===== config.mk =====
export PLATFORM = sky130hd
export DESIGN_NAME = bz_sequencer
export DESIGN_NICKNAME = d
export VERILOG_FILES = /design/src/rtl/bz_sequencer_pkg.sv /design/src/rtl/bz_seq_timer.sv /design/src/rtl/bz_sequencer.sv
export SDC_FILE = /design/constraint.sdc
export NUM_CORES = 1
export LEC_CHECK = 0
export ABC_CLOCK_PERIOD_IN_PS = 12840
export CORE_MARGIN = 8
export CORE_UTILIZATION = 65
export DETAILED_ROUTE_END_ITERATION = 10
export GPL_TIMING_DRIVEN = 0
export HOLD_SLACK_MARGIN = 0.12
export PLACE_DENSITY = 0.85
export SYNTH_ARGS = -nofsm -noshare
export SYNTH_HDL_FRONTEND = slang
export SYNTH_HIERARCHICAL = 1
export SYNTH_SLANG_ARGS = --single-unit

===== constraint.sdc =====
create_clock -name clk -period 12.84 [get_ports clk]
set_clock_uncertainty 0.2 [all_clocks]
set_input_delay 1.926 -clock clk [delete_from_list [all_inputs] [get_ports clk]]
set_output_delay 1.926 -clock clk [all_outputs]
set_load 0.02 [all_outputs]

===== src/rtl/bz_sequencer_pkg.sv =====
// Shared types and constants for the buzzer melody sequencer.
// Note byte layout: [7:4] duration code, [3:0] pitch code.
package bz_sequencer_pkg;

    typedef enum logic [2:0] {
        ST_IDLE,
        ST_LOAD,
        ST_STROBE,
        ST_NOTE,
        ST_GAP
    } state_t;

    localparam int DUR_MSB   = 7;
    localparam int DUR_LSB   = 4;
    localparam int PITCH_MSB = 3;
    localparam int PITCH_LSB = 0;

    localparam logic [3:0] PITCH_REST  = 4'h0;
    localparam logic [7:0] BZ_VAL_IDLE = 8'h00;

    localparam int CNT_W = 24;

    function automatic logic [3:0] note_dur(input logic [7:0] note);
        return note[DUR_MSB:DUR_LSB];
    endfunction

    // A rest still gets a strobe and full timing; the player makes it silent.
    function automatic logic note_is_rest(input logic [7:0] note);
        return note[PITCH_MSB:PITCH_LSB] == PITCH_REST;
    endfunction

endpackage


===== src/rtl/bz_seq_timer.sv =====
// Loadable down-counter shared by the STROBE, NOTE and GAP phases.
// Loading N-1 makes expire rise on the N-th cycle after the load edge.
module bz_seq_timer
    import bz_sequencer_pkg::*;
(
    input  logic             clk,
    input  logic             rst,
    input  logic             load,
    input  logic [CNT_W-1:0] load_val,
    output logic             expire
);

    logic [CNT_W-1:0] cnt_q;
    logic [CNT_W-1:0] cnt_d;

    always_comb begin
        cnt_d = cnt_q;
        if (load) begin
            cnt_d = load_val;
        end else if (cnt_q != '0) begin
            cnt_d = cnt_q - CNT_W'(1);
        end
    end

    always_ff @(posedge clk or negedge rst) begin
        if (!rst) begin
            cnt_q <= '0;
        end else begin
            cnt_q <= cnt_d;
        end
    end

    assign expire = (cnt_q == '0);

endmodule


===== src/rtl/bz_sequencer.sv =====
// Plays a preloaded note score on the io_control buzzer interface, timing
// strobe, note and inter-note gap; supports looping and abort on stop.
module bz_sequencer
    import bz_sequencer_pkg::*;
#(
    parameter int DEPTH       = 16,
    parameter int AW          = 4,
    parameter int TICK_CYCLES = 1000000,
    parameter int WR_HOLD     = 2,
    parameter int GAP_CYCLES  = 100000
)
(
    input  logic          clk,
    input  logic          rst,
    input  logic          wr_en,
    input  logic [AW-1:0] wr_addr,
    input  logic [7:0]    wr_data,
    input  logic [AW:0]   len,
    input  logic          loop,
    input  logic          play,
    input  logic          stop,
    output logic          bz_wr,
    output logic [7:0]    bz_val,
    output logic          busy,
    output logic [AW-1:0] cur_idx,
    output logic          done
);

    localparam logic [CNT_W-1:0] TICK_VAL  = CNT_W'(TICK_CYCLES);
    localparam logic [CNT_W-1:0] WR_LOAD   = CNT_W'(WR_HOLD - 1);
    localparam logic [CNT_W-1:0] GAP_LOAD  = CNT_W'(GAP_CYCLES - 1);
    localparam logic [AW:0]      DEPTH_LEN = (AW + 1)'(DEPTH);

    if (longint'(TICK_CYCLES) * 16 > (longint'(1) << CNT_W) - 1 || TICK_CYCLES < 1 ||
        WR_HOLD < 1 || GAP_CYCLES < 0 || longint'(GAP_CYCLES) > (longint'(1) << CNT_W) ||
        DEPTH != (1 << AW)) begin : g_bad_params
        $error("bz_sequencer: parameter set does not fit the 24-bit timer or score size");
    end

    logic [7:0] score_q [DEPTH];

    always_ff @(posedge clk) begin
        if (wr_en) begin
            score_q[wr_addr] <= wr_data;
        end
    end

    state_t           state_q, state_d, after_note;
    logic [AW-1:0]    idx_q, idx_d;
    logic [AW-1:0]    cur_idx_q, cur_idx_d;
    logic [7:0]       bz_val_q, bz_val_d;
    logic             bz_wr_q, bz_wr_d;
    logic             done_q, done_d;
    logic             tmr_load, tmr_expire;
    logic [CNT_W-1:0] tmr_val, note_len;
    logic [AW:0]      len_eff, idx_inc;
    logic             start_req, more_notes, note_end, abort;

    bz_seq_timer u_timer (
        .clk      (clk),
        .rst      (rst),
        .load     (tmr_load),
        .load_val (tmr_val),
        .expire   (tmr_expire)
    );

    assign len_eff    = (len > DEPTH_LEN) ? DEPTH_LEN : len;
    assign idx_inc    = {1'b0, idx_q} + (AW + 1)'(1);
    assign more_notes = (idx_inc < len_eff);
    assign start_req  = play && !stop;
    assign abort      = stop && (state_q != ST_IDLE);
    assign note_len   = (CNT_W'(note_dur(bz_val_q)) + CNT_W'(1)) * TICK_VAL - CNT_W'(1);
    // With no gap configured, the end-of-note decision is taken straight from NOTE.
    assign note_end   = tmr_expire && ((state_q == ST_GAP) ||
                                       (state_q == ST_NOTE && GAP_CYCLES == 0));
    assign after_note = (more_notes || loop) ? ST_LOAD : ST_IDLE;

    always_ff @(posedge clk or negedge rst) begin
        if (!rst) begin
            state_q <= ST_IDLE;
        end else begin
            state_q <= state_d;
        end
    end

    always_comb begin
        state_d = state_q;
        unique case (state_q)
            ST_IDLE:   if (start_req && len_eff != '0) state_d = ST_LOAD;
            ST_LOAD:   state_d = ST_STROBE;
            ST_STROBE: if (tmr_expire) state_d = ST_NOTE;
            ST_NOTE:   if (tmr_expire) state_d = (GAP_CYCLES == 0) ? after_note : ST_GAP;
            ST_GAP:    if (tmr_expire) state_d = after_note;
            default:   state_d = ST_IDLE;
        endcase
        if (abort) begin
            state_d = ST_IDLE;
        end
    end

    always_comb begin
        idx_d     = idx_q;
        cur_idx_d = cur_idx_q;
        bz_val_d  = bz_val_q;
        bz_wr_d   = 1'b0;
        done_d    = 1'b0;
        tmr_load  = 1'b0;
        tmr_val   = '0;
        unique case (state_q)
            ST_IDLE: begin
                if (start_req) begin
                    if (len_eff == '0) done_d = 1'b1;
                    else               idx_d  = '0;
                end
            end
            ST_LOAD: begin
                bz_val_d  = score_q[idx_q];
                cur_idx_d = idx_q;
                bz_wr_d   = 1'b1;
                tmr_load  = 1'b1;
                tmr_val   = WR_LOAD;
            end
            ST_STROBE: begin
                bz_wr_d = !tmr_expire;
                if (tmr_expire) begin
                    tmr_load = 1'b1;
                    tmr_val  = note_len;
                end
            end
            ST_NOTE: begin
                if (tmr_expire && GAP_CYCLES != 0) begin
                    tmr_load = 1'b1;
                    tmr_val  = GAP_LOAD;
                end
            end
            default: ;
        endcase
        if (note_end) begin
            if (more_notes) begin
                idx_d = idx_inc[AW-1:0];
            end else if (loop) begin
                idx_d = '0;
            end else begin
                done_d   = 1'b1;
                bz_val_d = BZ_VAL_IDLE;
            end
        end
        // Abort silences the buzzer immediately and suppresses done.
        if (abort) begin
            bz_wr_d  = 1'b0;
            bz_val_d = BZ_VAL_IDLE;
            done_d   = 1'b0;
            tmr_load = 1'b0;
        end
    end

    always_ff @(posedge clk or negedge rst) begin
        if (!rst) begin
            idx_q     <= '0;
            cur_idx_q <= '0;
            bz_val_q  <= BZ_VAL_IDLE;
            bz_wr_q   <= 1'b0;
            done_q    <= 1'b0;
        end else begin
            idx_q     <= idx_d;
            cur_idx_q <= cur_idx_d;
            bz_val_q  <= bz_val_d;
            bz_wr_q   <= bz_wr_d;
            done_q    <= done_d;
        end
    end

    assign bz_wr   = bz_wr_q;
    assign bz_val  = bz_val_q;
    assign busy    = (state_q != ST_IDLE);
    assign cur_idx = cur_idx_q;
    assign done    = done_q;

endmodule

# ---- Word level (Yosys, flattened, before mapping)
# Memory sizes are Yosys's and may differ from the RTL's.
# Cells that the tools add are included.
dict set report op_classes {
  mux 38
  multipliers 1
  magnitude_cmp 2
  n_addsub 4
  n_eq_ne 8
  n_reduce_logical 16
}
# operator n
set ops {}
lappend ops {{2-to-1 mux 24 bit} 3}
lappend ops {{case mux 24 bit (3 select lines)} 1}
lappend ops {{subtractor 24 x 1 -> 24 bit (second input constant)} 2}
lappend ops {{2-to-1 mux 8 bit} 5}
lappend ops {{zero test 24 bit} 1}
lappend ops {{2-to-1 mux 4 bit} 6}
lappend ops {{nonzero test 24 bit} 1}
lappend ops {{multiplier 5 x 14 -> 18 bit (second input constant)} 1}
lappend ops {{2-to-1 mux 17 bit} 1}
lappend ops {{2-to-1 mux 3 bit} 5}
lappend ops {{case mux 3 bit (5 select lines)} 1}
lappend ops {{2-to-1 mux 1 bit} 13}
lappend ops {{inequality test 3 bit (second input constant)} 4}
lappend ops {{adder 4 x 1 -> 5 bit (second input constant)} 2}
lappend ops {{== test 3 x 2 -> 1 bit (second input constant)} 2}
lappend ops {{> comparator 5 bit (second input constant)} 1}
lappend ops {{zero test 5 bit} 1}
lappend ops {{< comparator 5 bit} 1}
lappend ops {{2-to-1 mux 5 bit} 1}
lappend ops {{nonzero test 5 bit} 1}
lappend ops {{logical AND 1 bit} 4}
lappend ops {{case mux 1 bit (2 select lines)} 2}
lappend ops {{AND reduction 4 bit} 1}
lappend ops {{== test 3 x 1 -> 1 bit (second input constant)} 1}
lappend ops {{7 further kinds} 8}
dict set report word_totals {
  word_cells 77
  out_inout_bits 15
  inputBits 23
  mem_count 1
  mem_bits_rw 128
  register_bits 45
}
# name depth width rd rd_clocked_by_memory_dff wr line_no
set memory_table {}
lappend memory_table {score_q 16 8 1 0 1 bz_sequencer.sv:40} ;# logic [7:0] score_q [DEPTH];

# ---- Longest topological paths before layout
# Gate-level depths: netlist of the first run.
dict set report logic_depth {
  depth_word 10
  ltp_mapped 18
  ltp_nobuf 17
}

# ---- Cells and area by module
# The synthesis of the first run kept the hierarchy.
# mod cells_per_inst area_per_inst_um2 seq_area_each_um2 instances
set by_module_without_submodules {}
lappend by_module_without_submodules {bz_sequencer 518 7420.9 4369.2 1}
lappend by_module_without_submodules {bz_seq_timer 164 1506.4 600.6 1}

# ---- Worst setup path before layout of the first run
# No wires, ideal clock.
dict set report synth_path {
  path_kind {reg-to-reg}
  start {register bz_val_q[4], in the netlist bz_val[4]}
  end {register u_timer.cnt_q[22]}
  stages_incl_launch_ff 19
  n_path_buf 1
  arrival_ns 4.817
  t_required_ns 12.506
  setup_slack_ns 7.689
  period_less_slack_ns 5.151
  setup_time_ns 0.134
  path_cell_list {dfrtp_1 buf_2 nand3_1 xnor2_1 inv_1 fa_1 inv_1 fa_1 inv_1 ha_1 ha_1 or4_1 a31oi_1 a21oi_1 xnor2_1 or4b_1 mux2_1 nand2_1 o21ai_0}
}
dict set report synth_between {
  elab_chain_len 6
}
# element line_no
set synth_rtl {}
lappend synth_rtl {{from (decl)} bz_sequencer.sv:51} ;# logic [7:0] bz_val_q, bz_val_d;
lappend synth_rtl {{from (signal assigned)} bz_sequencer.sv:167} ;# bz_val_q <= bz_val_d;
lappend synth_rtl {{adder 4 x 1 -> 5 bit} bz_sequencer.sv:72} ;# assign note_len = (CNT_W'(note_dur(bz_val_q)) + CNT_W'(1)) * TICK_VAL - CNT_W'(1);
lappend synth_rtl {{multiplier 5 x 14 -> 18 bit} bz_sequencer.sv:72}
lappend synth_rtl {{subtractor 24 x 1 -> 24 bit} bz_sequencer.sv:72}
lappend synth_rtl {{2-to-1 mux 24 bit} bz_sequencer.sv:125} ;# if (tmr_expire) begin
lappend synth_rtl {{case mux 24 bit (3 select lines)} bz_sequencer.sv:109} ;# unique case (state_q)
lappend synth_rtl {{named net tmr_val[22]} bz_sequencer.sv:55} ;# logic [CNT_W-1:0] tmr_val, note_len;
lappend synth_rtl {{2-to-1 mux 24 bit} bz_seq_timer.sv:18} ;# if (load) begin
lappend synth_rtl {{to (signal assigned)} bz_seq_timer.sv:29} ;# cnt_q <= cnt_d;
lappend synth_rtl {{to (decl)} bz_seq_timer.sv:13} ;# logic [CNT_W-1:0] cnt_q;
# The timed path passes the listed nets, and every way through them passes these cells.
# A chain may end at the register's enable or synchronous reset.

# ---- Final worst setup path of the first run
# Same ends and word-level chain as after synthesis.

==> results of run 1 <==
final cells by class:
class	instances	area, um^2
tap	180	225.2
multi-input combinational	445	3684
fill	859	3548
inverter	32	120.1
timing repair buffer	39	390.4
clock buffer	18	429.2
buffer	32	153.9
clock inverter	14	145.1
sequential	173	4970
state kept, by name, summed over array words and instances (netlist names):
register	flops
u_timer/cnt_q	24
done	1
state_q	3
idx_q	4
score_q	128
bz_val	8
bz_wr	1
cur_idx	4
cell usage in the layout (no fill, tap or decap), types with 3 or more instances in the layout:
cell type,instances
and3_1,6
clkdlybuf4s50_1,36
or3_1,5
o21a_1,5
a31oi_1,7
nand3b_1,3
dfrtp_1,45
clkbuf_1,21
inv_1,32
inv_8,3
mux2_2,5
edfxtp_1,128
mux4_2,40
nor3b_1,4
a21oi_1,28
xnor2_1,20
nand2b_1,5
nor3_1,19
buf_6,3
o21ai_0,23
buf_2,8
fa_1,6
o21bai_1,4
nand2_1,70
ha_1,33
nand4_1,6
a311oi_1,3
o31ai_1,8
clkbuf_16,17
nor2_1,44
xor2_1,18
mux2i_1,3
nand3_1,13
or4_1,7
nor2b_1,5
nor4_1,4
a21o_1,3
inv_6,7
a211oi_1,5
critical path, stage by stage (launching register included):
cell	delay, ps
dfrtp_1	450
buf_2	250
nand3_1	110
xnor2_1	650
inv_1	200
fa_1	620
inv_1	70
fa_1	510
inv_1	40
ha_1	280
ha_1	230
or4_1	510
a31oi_1	230
a21oi_1	100
xnor2_1	170
or4b_1	490
mux2_1	350
nand2_1	70
o21ai_0	80
synth_stat cells (3+ instances only):
library cell	number	area, um^2
mux2_2	5	56.30
edfxtp_1	128	3844
and3_1	6	37.54
nor3_1	19	95.09
xor2_1	18	157.7
nand3b_1	3	22.52
inv_1	32	120.1
fa_1	6	120.1
o21a_1	5	37.54
mux4_2	40	900.9
a211oi_1	5	37.54
or3_1	5	31.28
buf_6	3	33.78
a311oi_1	3	26.28
a31oi_1	7	43.79
nor3b_1	4	30.03
o21bai_1	4	30.03
a21oi_1	28	140.1
nand3_1	13	65.06
nor4_1	4	25.02
o21ai_0	23	115.1
o31ai_1	8	60.06
nand4_1	6	37.54
clkbuf_1	20	75.07
a21o_1	3	22.52
nor2_1	44	165.2
xnor2_1	20	175.2
mux2i_1	3	30.03
nor2b_1	5	31.28
ha_1	33	412.9
buf_2	6	30.03
nand2b_1	5	31.28
or4_1	7	52.55
dfrtp_1	45	1126
nand2_1	70	262.8
cells by family after synthesis:
group                    synth area share (%)
AO/OA/AOI/OAI                           7.428
XOR/XNOR                                3.910
adder cells (fa/ha/maj)                 5.971
buffers and inverters                   3.069
flip-flops                              55.67
multiplexers                            11.18
AND/OR/NAND/NOR                         12.77
power groups by stage:
stage	Combinational [mW]	Sequential (mW)	Clock (mW)
2_1_floorplan	0.476	0.696	0
3_3_place_gp	0.597	0.697	0
3_5_place_dp	0.626	0.701	0
4_1_cts	0.633	0.691	0.508
5_1_grt	0.710	0.697	0.531
6_report	0.640	0.692	0.508
how the worst max path moves through the flow:
stage,from,endpoint,depth (start not counted)
global placement,bz_val[4],u_timer/cnt_q[22],18
floorplan,bz_val[4],u_timer/cnt_q[22],18
global route,bz_val[4],u_timer/cnt_q[22],18
finish,bz_val[4],u_timer/cnt_q[22],18
detailed placement,bz_val[4],u_timer/cnt_q[22],18
CTS,bz_val[4],u_timer/cnt_q[22],18
stage by stage:
stage,setup slack [ps],std cells
finish,7103,933
detailed placement,7108,900
global placement,7236,899
CTS,7086,932
global route,6730,933
floorplan,7689,682
routing by layer:
layer | GRT usage, % | routed length [um] | vias to the layer above
met5 | 0 | 0 | -
met4 | 10.92 | 660 | 0
met3 | 4.255 | 1143 | 50
met2 | 43.05 | 11040 | 297
met1 | 28.09 | 7904 | 2982
li1 | - | - | 2700
==> qor.yml, run 1 <==
cp.arrival_ps: 5840
die_h_um: 133.2
internal-power_mw: 1.182
drive_gt1_share_pct: 14.08
worstRegToRegCells: 18
maxCapViolCount: 0
power_density_nw_per_um2: 181.9
grt_max_degree: 35
synth-seq-area-share_pct: 55.67
whs_ps: 288.3
period_needed_ps: 5737
clock_latency_ps: 430
status: "completed"
rsz0062_at_grt: "false"
synth_nets: 744
cts_buffers: 17
path_class: "flop to flop"
placed_area_um2: 9538
min_from: "cur_idx[0]"
overflow: 0
ir_drop_v: 0.0001719
syn_area_per_cell_um2: 13.09
die_area_um2: 17740
reg2reg_slack_ps: 7100
wire_per_inst_um: 22.24
cts_setup_buffers: 0
synth_edf_count: 128
syn_inst: 682
pwr-share-clk_pct: 27.6
drt-total-wl_um: 20750
r2r_start: "bz_val[4]"
finalHoldViolations: 0
ys_ff_latch: 173
cts_tree: "built"
initial_core_util_pct: 65.33
nets: 802
cts_root_buffer: "clkbuf_16"
cts_buffer_depth: 2
async_reset_ff_share_pct: 26.01
clock.fmax_mhz: 174.3
final_core_utilization_pct: 74.03
p_comb_share_pct: 34.8
max_slew_margin_pct: 7.009
clock-sinks: 173
final_antenna_net_count: 0
synth_ff_type: "edfxtp_1"
finalPower_mw: 1.840
drt_iter0_drc: 589
p_sw_share_pct: 35.76
antenna_found_initial: 0
cts-resized-gates: 0
yosys.cell_types.count: 70
worstPathRequired_ps: 12940
p_switching_uw: 658.0
setup_viol: 0
fp.coreArea_um2: 13670
ctsHoldBuffers: 0
worstHoldEndpoint: "cur_idx[0]"
gp_congestion: 0.9070
die_width_um: 133.2
crit_fanout: 10
pwr-share-seq_pct: 37.6
worstReg2RegEnd: "u_timer/cnt_q[22]"
period_share_pct: 44.68
totalNegativeSetupSlack_ps: 0
hpwl_um: 14490
syn2layout_area_growth_pct: 13.33
port_buffers: 37
ioPinCount: 38
leakage_nw: 3.685
grt_usage_pct: 24.21
netlist_area_um2: 8927
yosysWarnings: 6
cp-end-kind: "flop"
hold_path_depth: 2
vias: 6029
worst_hold_path_type: "flop to flop"
maxSlewViolCount: 0
fp-row-count: 43
antenna_cells: 0
viasPerCell: 6.462
drc: 0
start_kind: "flop"
ctsHtreeMaxLevel: 4
fin_area_um2: 10120
worst_pin_slew_ps: 1384
dr.pass1.iters: 5
clk_pin_slew_ps: 70
grt_pass1_vias: 6229
grt_first_pass_wirelength_um: 33220
Note: power is estimated with default switching activity, not from simulation.
==> run 2: changes to the inputs <==
- ABC_CLOCK_PERIOD_IN_PS: 12840 -> 5160
- CORE_UTILIZATION: 65 -> 55
- PLACE_DENSITY: 0.85 -> 0.76
- clock period: 12.84 -> 5.16 ns (I/O delays scaled with it)
==> run 2 against run 1 <==
Net effect:
- routed wire length down 1.4%
- setup slack got worse by 6900 ps
- largest power group is now combinational logic
- total power increased to 2.6 times the previous value
- sequential cell count unchanged
- cell count up 5.3%
- first-iteration DRC count decreased by 2.0%
- fmax up 17%
- critical path type unchanged
- design area up 3.2%
- sequential share of layout area decreased by 1.5 points
- clock power grew to 2.6 times the previous value
- global-route usage fell by 3.5 points
- register-to-register slack worse by 6900 ps
==> qor.yml, run 2 (same netlist as run 1, synthesis figures left out) <==
cts_buffers: 17
stdcell_count: 982
clk_pin_slew_ps: 80
cp_cell_sequence: "ha_4 > and3_1 > buf_6 > inv_1 > fa_1 > inv_1 > fa_1 > inv_1 > ha_1 > ha_2 > or4_1 > a31oi_2 > a21oi_1 > xnor2_2 > or4b_1 > mux2_2 > nand2_1 > o21ai_0"
maxCapViolCount: 0
worst_pin_slew_ps: 1233
clock-sinks: 173
drt-total-wl_um: 20460
worstPathRequired_ps: 5250
crit_family: "adder cells"
power_density_nw_per_um2: 456.9
maxSlewViolCount: 0
fp.coreArea_um2: 15890
cts_root_buffer: "clkbuf_16"
hpwl_um: 14010
worst_hold_path_type: "flop to flop"
setup_viol: 0
final_common_cell: "edfxtp_1"
grt_pass1_vias: 5940
grt_max_degree: 30
clock.fmax_mhz: 203.1
drive_gt1_share_pct: 17.75
final_cell_mix: "edfxtp_1 (128), nand2_1 (70), nor2_1 (44)"
start_kind: "flop"
max_slew_margin_pct: 17.13
ctsHtreeMaxLevel: 4
fp-row-count: 46
antenna_cells: 0
leakage_nw: 3.783
largest_reg_flops: 128
ioPinCount: 38
path_depth: 18
cts_tree: "built"
vias: 5915
cp-end-kind: "flop"
period_share_pct: 95.42
wire_per_inst_um: 20.83
die_area_um2: 20560
dr.pass1.iters: 7
finalHoldViolations: 0
cts_buffer_depth: 2
final_core_utilization_pct: 65.75
top_register: "score_q"
port_buffers: 37
drt_iter0_drc: 577
crit_top_cell: "inv_1"
grt_usage_pct: 20.67
worstRegToRegCells: 18
die_h_um: 143.4
drc: 0
die_width_um: 143.4
fin_area_um2: 10440
dp_cells: 936
max_stage_delay_ps: 540
critPathSlowestCell: "or4b_1"
antenna_found_initial: 0
cp.arrival_ps: 5010
viasPerCell: 6.023
syn2layout_area_growth_pct: 16.99
ir_drop_v: 0.0004121
nets: 816
nFillCells: 1141
grt_first_pass_wirelength_um: 32210
path_class: "flop to flop"
initial_core_util_pct: 56.20
period_needed_ps: 4924
hold_path_depth: 2
crit_buf_inv: 4
placed_area_um2: 9583
crit_fanout: 6
clock_latency_ps: 440
overflow: 0
gp_congestion: 0.8770
final_antenna_net_count: 0
status: "completed"
[run 2: cell types whose count changed in the layout (fill, tap and decap cells not counted), sizes merged]
cell,previous run,this run
clkinvlp,1,4
inv,42,38
dlygate4sd3,0,1
buf,15,28
bufinv,1,3
clkinv,2,1
clkbuf,38,37
[run 2: report_power, final]
part | total, mW | switching [mW] | internal [mW]
Sequential | 1.72 | 0.108 | 1.61
Combinational | 1.74 | 1.01 | 0.734
Clock | 1.32 | 0.546 | 0.769
[run 2: area by class of cell]
| type | instances | area (um^2) | area share [%] |
|---|---|---|---|
| flip-flops and latches | 173 | 4972 | 47.61 |
| multi-input cells | 445 | 3786 | 36.25 |
| repair buffers | 53 | 513.0 | 4.912 |
| clock buffers | 17 | 425.4 | 4.073 |
| well taps | 216 | 270.3 | 2.588 |
| clock inverters | 14 | 180.2 | 1.725 |
| plain buffers | 32 | 170.2 | 1.629 |
| inverters | 32 | 126.4 | 1.210 |
[run 2: repair_timing]
item / 4_1_cts / 5_1_grt
endpoints found under the setup margin: 3 / 1
hold buffers: 1 / 0
gates resized for setup: 10 / 18
pin swaps: 1 / 3
cloned: 0 / 0
buffers inserted: 3 / 11
hold endpoints to repair: 16 / 0
[run 2: worst paths after layout]
kind	slack [ps]	start	to
setup / recovery	240	bz_val[4]	u_timer/cnt_q[22]
hold / removal	290	cur_idx[3]	cur_idx[3]
setup reg to reg	240	bz_val[4]	u_timer/cnt_q[22]
hold reg to reg	290	cur_idx[3]	cur_idx[3]
max in group asynchronous	3640	rst	state_q[0]
min in group asynchronous	600	rst	u_timer/cnt_q[14]
[run 2: routing by layer]
| metal | wire (um) | GRT usage (%) | vias up |
|---|---|---|---|
| li1 | - | - | 2716 |
| met1 | 8286 | 25.32 | 2956 |
| met2 | 10800 | 35.83 | 204 |
| met3 | 893 | 3.683 | 39 |
| met4 | 474 | 7.858 | 0 |
| met5 | 0 | 0 | - |
[run 2: worst min-delay path, delay by kind of cell, from the launching register on]
kind	cells	cell delay (ps)
DFF	1	340
and+or+nand+nor	2	110
[run 2: metrics by stage]
| step | setup TNS, ps | setup WS (ps) | power (mW) | hold slack, ps |
|---|---|---|---|---|
| 6_report | 0 | 236.1 | 4.772 | 290.6 |
| 5_1_grt | -4.311 | -4.311 | 5.028 | 315.9 |
| 4_1_cts | 0 | 25.22 | 4.670 | 292.8 |
| 3_5_place_dp | -1004 | -593.8 | 3.305 | 272.9 |
| 3_3_place_gp | -588.1 | -456.7 | 3.233 | 268.0 |
| 2_1_floorplan | 0 | 9.270 | 2.915 | 278.4 |
==> run 3: changes to the inputs <==
- ABC_CLOCK_PERIOD_IN_PS: 5160 -> 4070
- SLEW_MARGIN: default -> 20
- clock period: 5.16 -> 4.07 ns (I/O delays scaled with it)
==> run 3 against run 2 <==
Net effect:
- the run now ends with negative setup slack left
- design area is 3.0% higher
- clock-buffer cell count unchanged
- routed wire length up 5.2%
- total power grew 40%
- combinational power increased by 68%
- cell count up 1.6%
- sequential cell count unchanged
==> qor.yml, run 3 (same netlist as run 1, synthesis figures left out) <==
fp-row-count: 46
min_from: "cur_idx[0]"
power_density_nw_per_um2: 619.6
clock-sinks: 173
clock.fmax_mhz: 210.6
maxCapViolCount: 0
ioPinCount: 38
syn2layout_area_growth_pct: 20.50
dr.pass1.iters: 6
drt-total-wl_um: 21530
port_buffers: 37
antenna_cells: 0
antenna_found_initial: 0
die_h_um: 143.4
drc: 0
die_area_um2: 20560
cp-end-kind: "flop"
ir_drop_v: 0.0003982
final_cell_mix: "edfxtp_1 (128), nand2_1 (69), nor2_1 (42), dfrtp_1 (42), mux4_2 (40)"
cts_buffer_depth: 2
cts_root_buffer: "clkbuf_16"
period_needed_ps: 4748
dp_cells: 936
start_kind: "flop"
wire_per_inst_um: 21.57
violations: "negative setup slack"
clock_latency_ps: 430
worstPathRequired_ps: 4170
top_register: "score_q"
drt_iter0_drc: 551
cp.arrival_ps: 4850
seq_area_um2: 4974
startpoint: "bz_val[4]"
vias: 6038
drive_gt1_share_pct: 23.66
clk_pin_slew_ps: 70
initial_core_util_pct: 56.20
rsz0062_at_grt: "true"
ctsHtreeMaxLevel: 4
cts_tree: "built"
path_class: "flop to flop"
overflow: 0
maxSlewViolCount: 0
grt_first_pass_wirelength_um: 33840
finalHoldViolations: 0
nets: 831
fp.coreArea_um2: 15890
dp_slack_ps: -1204
setup_viol: 5
die_width_um: 143.4
reg2reg_slack_ps: -680
grt_pass1_vias: 6213
multi_input_area_um2: 3978
status: "complete, but fails checks"
final_antenna_net_count: 0
r2r_start: "bz_val[4]"
hpwl_um: 14130
finalPower_mw: 6.665
max_slew_margin_pct: 29.30
gp_congestion: 0.8821
setup_ws_ps: -677.9
final_common_cell: "edfxtp_1"
stdcell_count: 998
nFillCells: 1117
cts_buffers: 17
period_share_pct: 116.7
largest_reg_flops: 128
grt_max_degree: 33
grt_usage_pct: 21.79
crit_fanout: 4
worst_pin_slew_ps: 1051
worst_hold_path_type: "flop to flop"
leakage_nw: 3.872
viasPerCell: 6.050
## run 3: cell count changes in the layout (fill, tap and decap cells not counted), moves of 5 or more
cell	previous run	this run
ha_4	2	7
nor3_2	1	6
buf_4	14	25
inv_1	29	23
nor3_1	18	13
## run 3: final cells by class
cell class                      instances  share of cell area, %
Clock inverter                         15                  1.372
Inverter                               32                  1.233
Multi-Input combinational cell        445                  36.97
Sequential cell                       173                  46.23
Clock buffer                           17                  3.954
Buffer                                 31                  1.698
Timing Repair Buffer                   69                  6.025
Tap cell                              216                  2.512
## run 3: final timing paths
kind | to | cells after the start
setup / recovery | u_timer/cnt_q[22] | 18
hold / removal | cur_idx[0] | 2
setup reg to reg | u_timer/cnt_q[22] | 18
hold reg to reg | cur_idx[0] | 2
max in group asynchronous | bz_val[5] | 3
min in group asynchronous | u_timer/cnt_q[12] | 2
## run 3: power breakdown
group	internal (mW)	switching, mW	leakage [nW]	total [mW]
clock	0.814	0.744	0.282	1.56
combinational	1.38	1.55	1.84	2.93
sequential	2.04	0.139	1.75	2.18
## run 3: metal layers
layer	up-vias	GRT usage, %	routed length (um)
met3	47	3.981	1229
met4	0	7.748	518
li1	2750	-	-
met5	-	0	0
met2	233	39.24	11550
met1	3008	25.54	8225
## run 3: repair_timing
item | 4_1_cts | 5_1_grt
hold buffers | 1 | 0
gates resized for setup | 27 | 21
setup buffers | 24 | 10
pin swaps | 11 | 13
setup endpoints to repair | 8 | 22
hold endpoints to repair | 13 | 0
## run 3: metrics by stage
| step | util (%) | hold WS [ps] | area, um^2 | setup TNS (ps) |
|---|---|---|---|---|
| floorplan | - | 114.9 | 9021 | -831.5 |
| global placement | 60.82 | 272.2 | 9662 | -3561 |
| detailed placement | 61.04 | 287.6 | 9697 | -4748 |
| CTS | 66.64 | 302.5 | 10590 | -1928 |
| global route | 67.72 | 325.6 | 10760 | -2557 |
| finish | 67.72 | 296.9 | 10760 | -1800 |
## run 3: critical path, cell delays in order (launching register included)
cell	delay, ps
dfrtp_2	450
ha_4	200
xnor2_4	250
inv_4	80
buf_6	120
fa_1	560
inv_1	60
fa_1	500
inv_2	50
ha_4	210
ha_4	160
or4_4	430
a31oi_4	180
a21oi_2	70
xnor2_1	150
or4b_4	490
mux2_4	320
nand2_2	60
o21ai_2	60
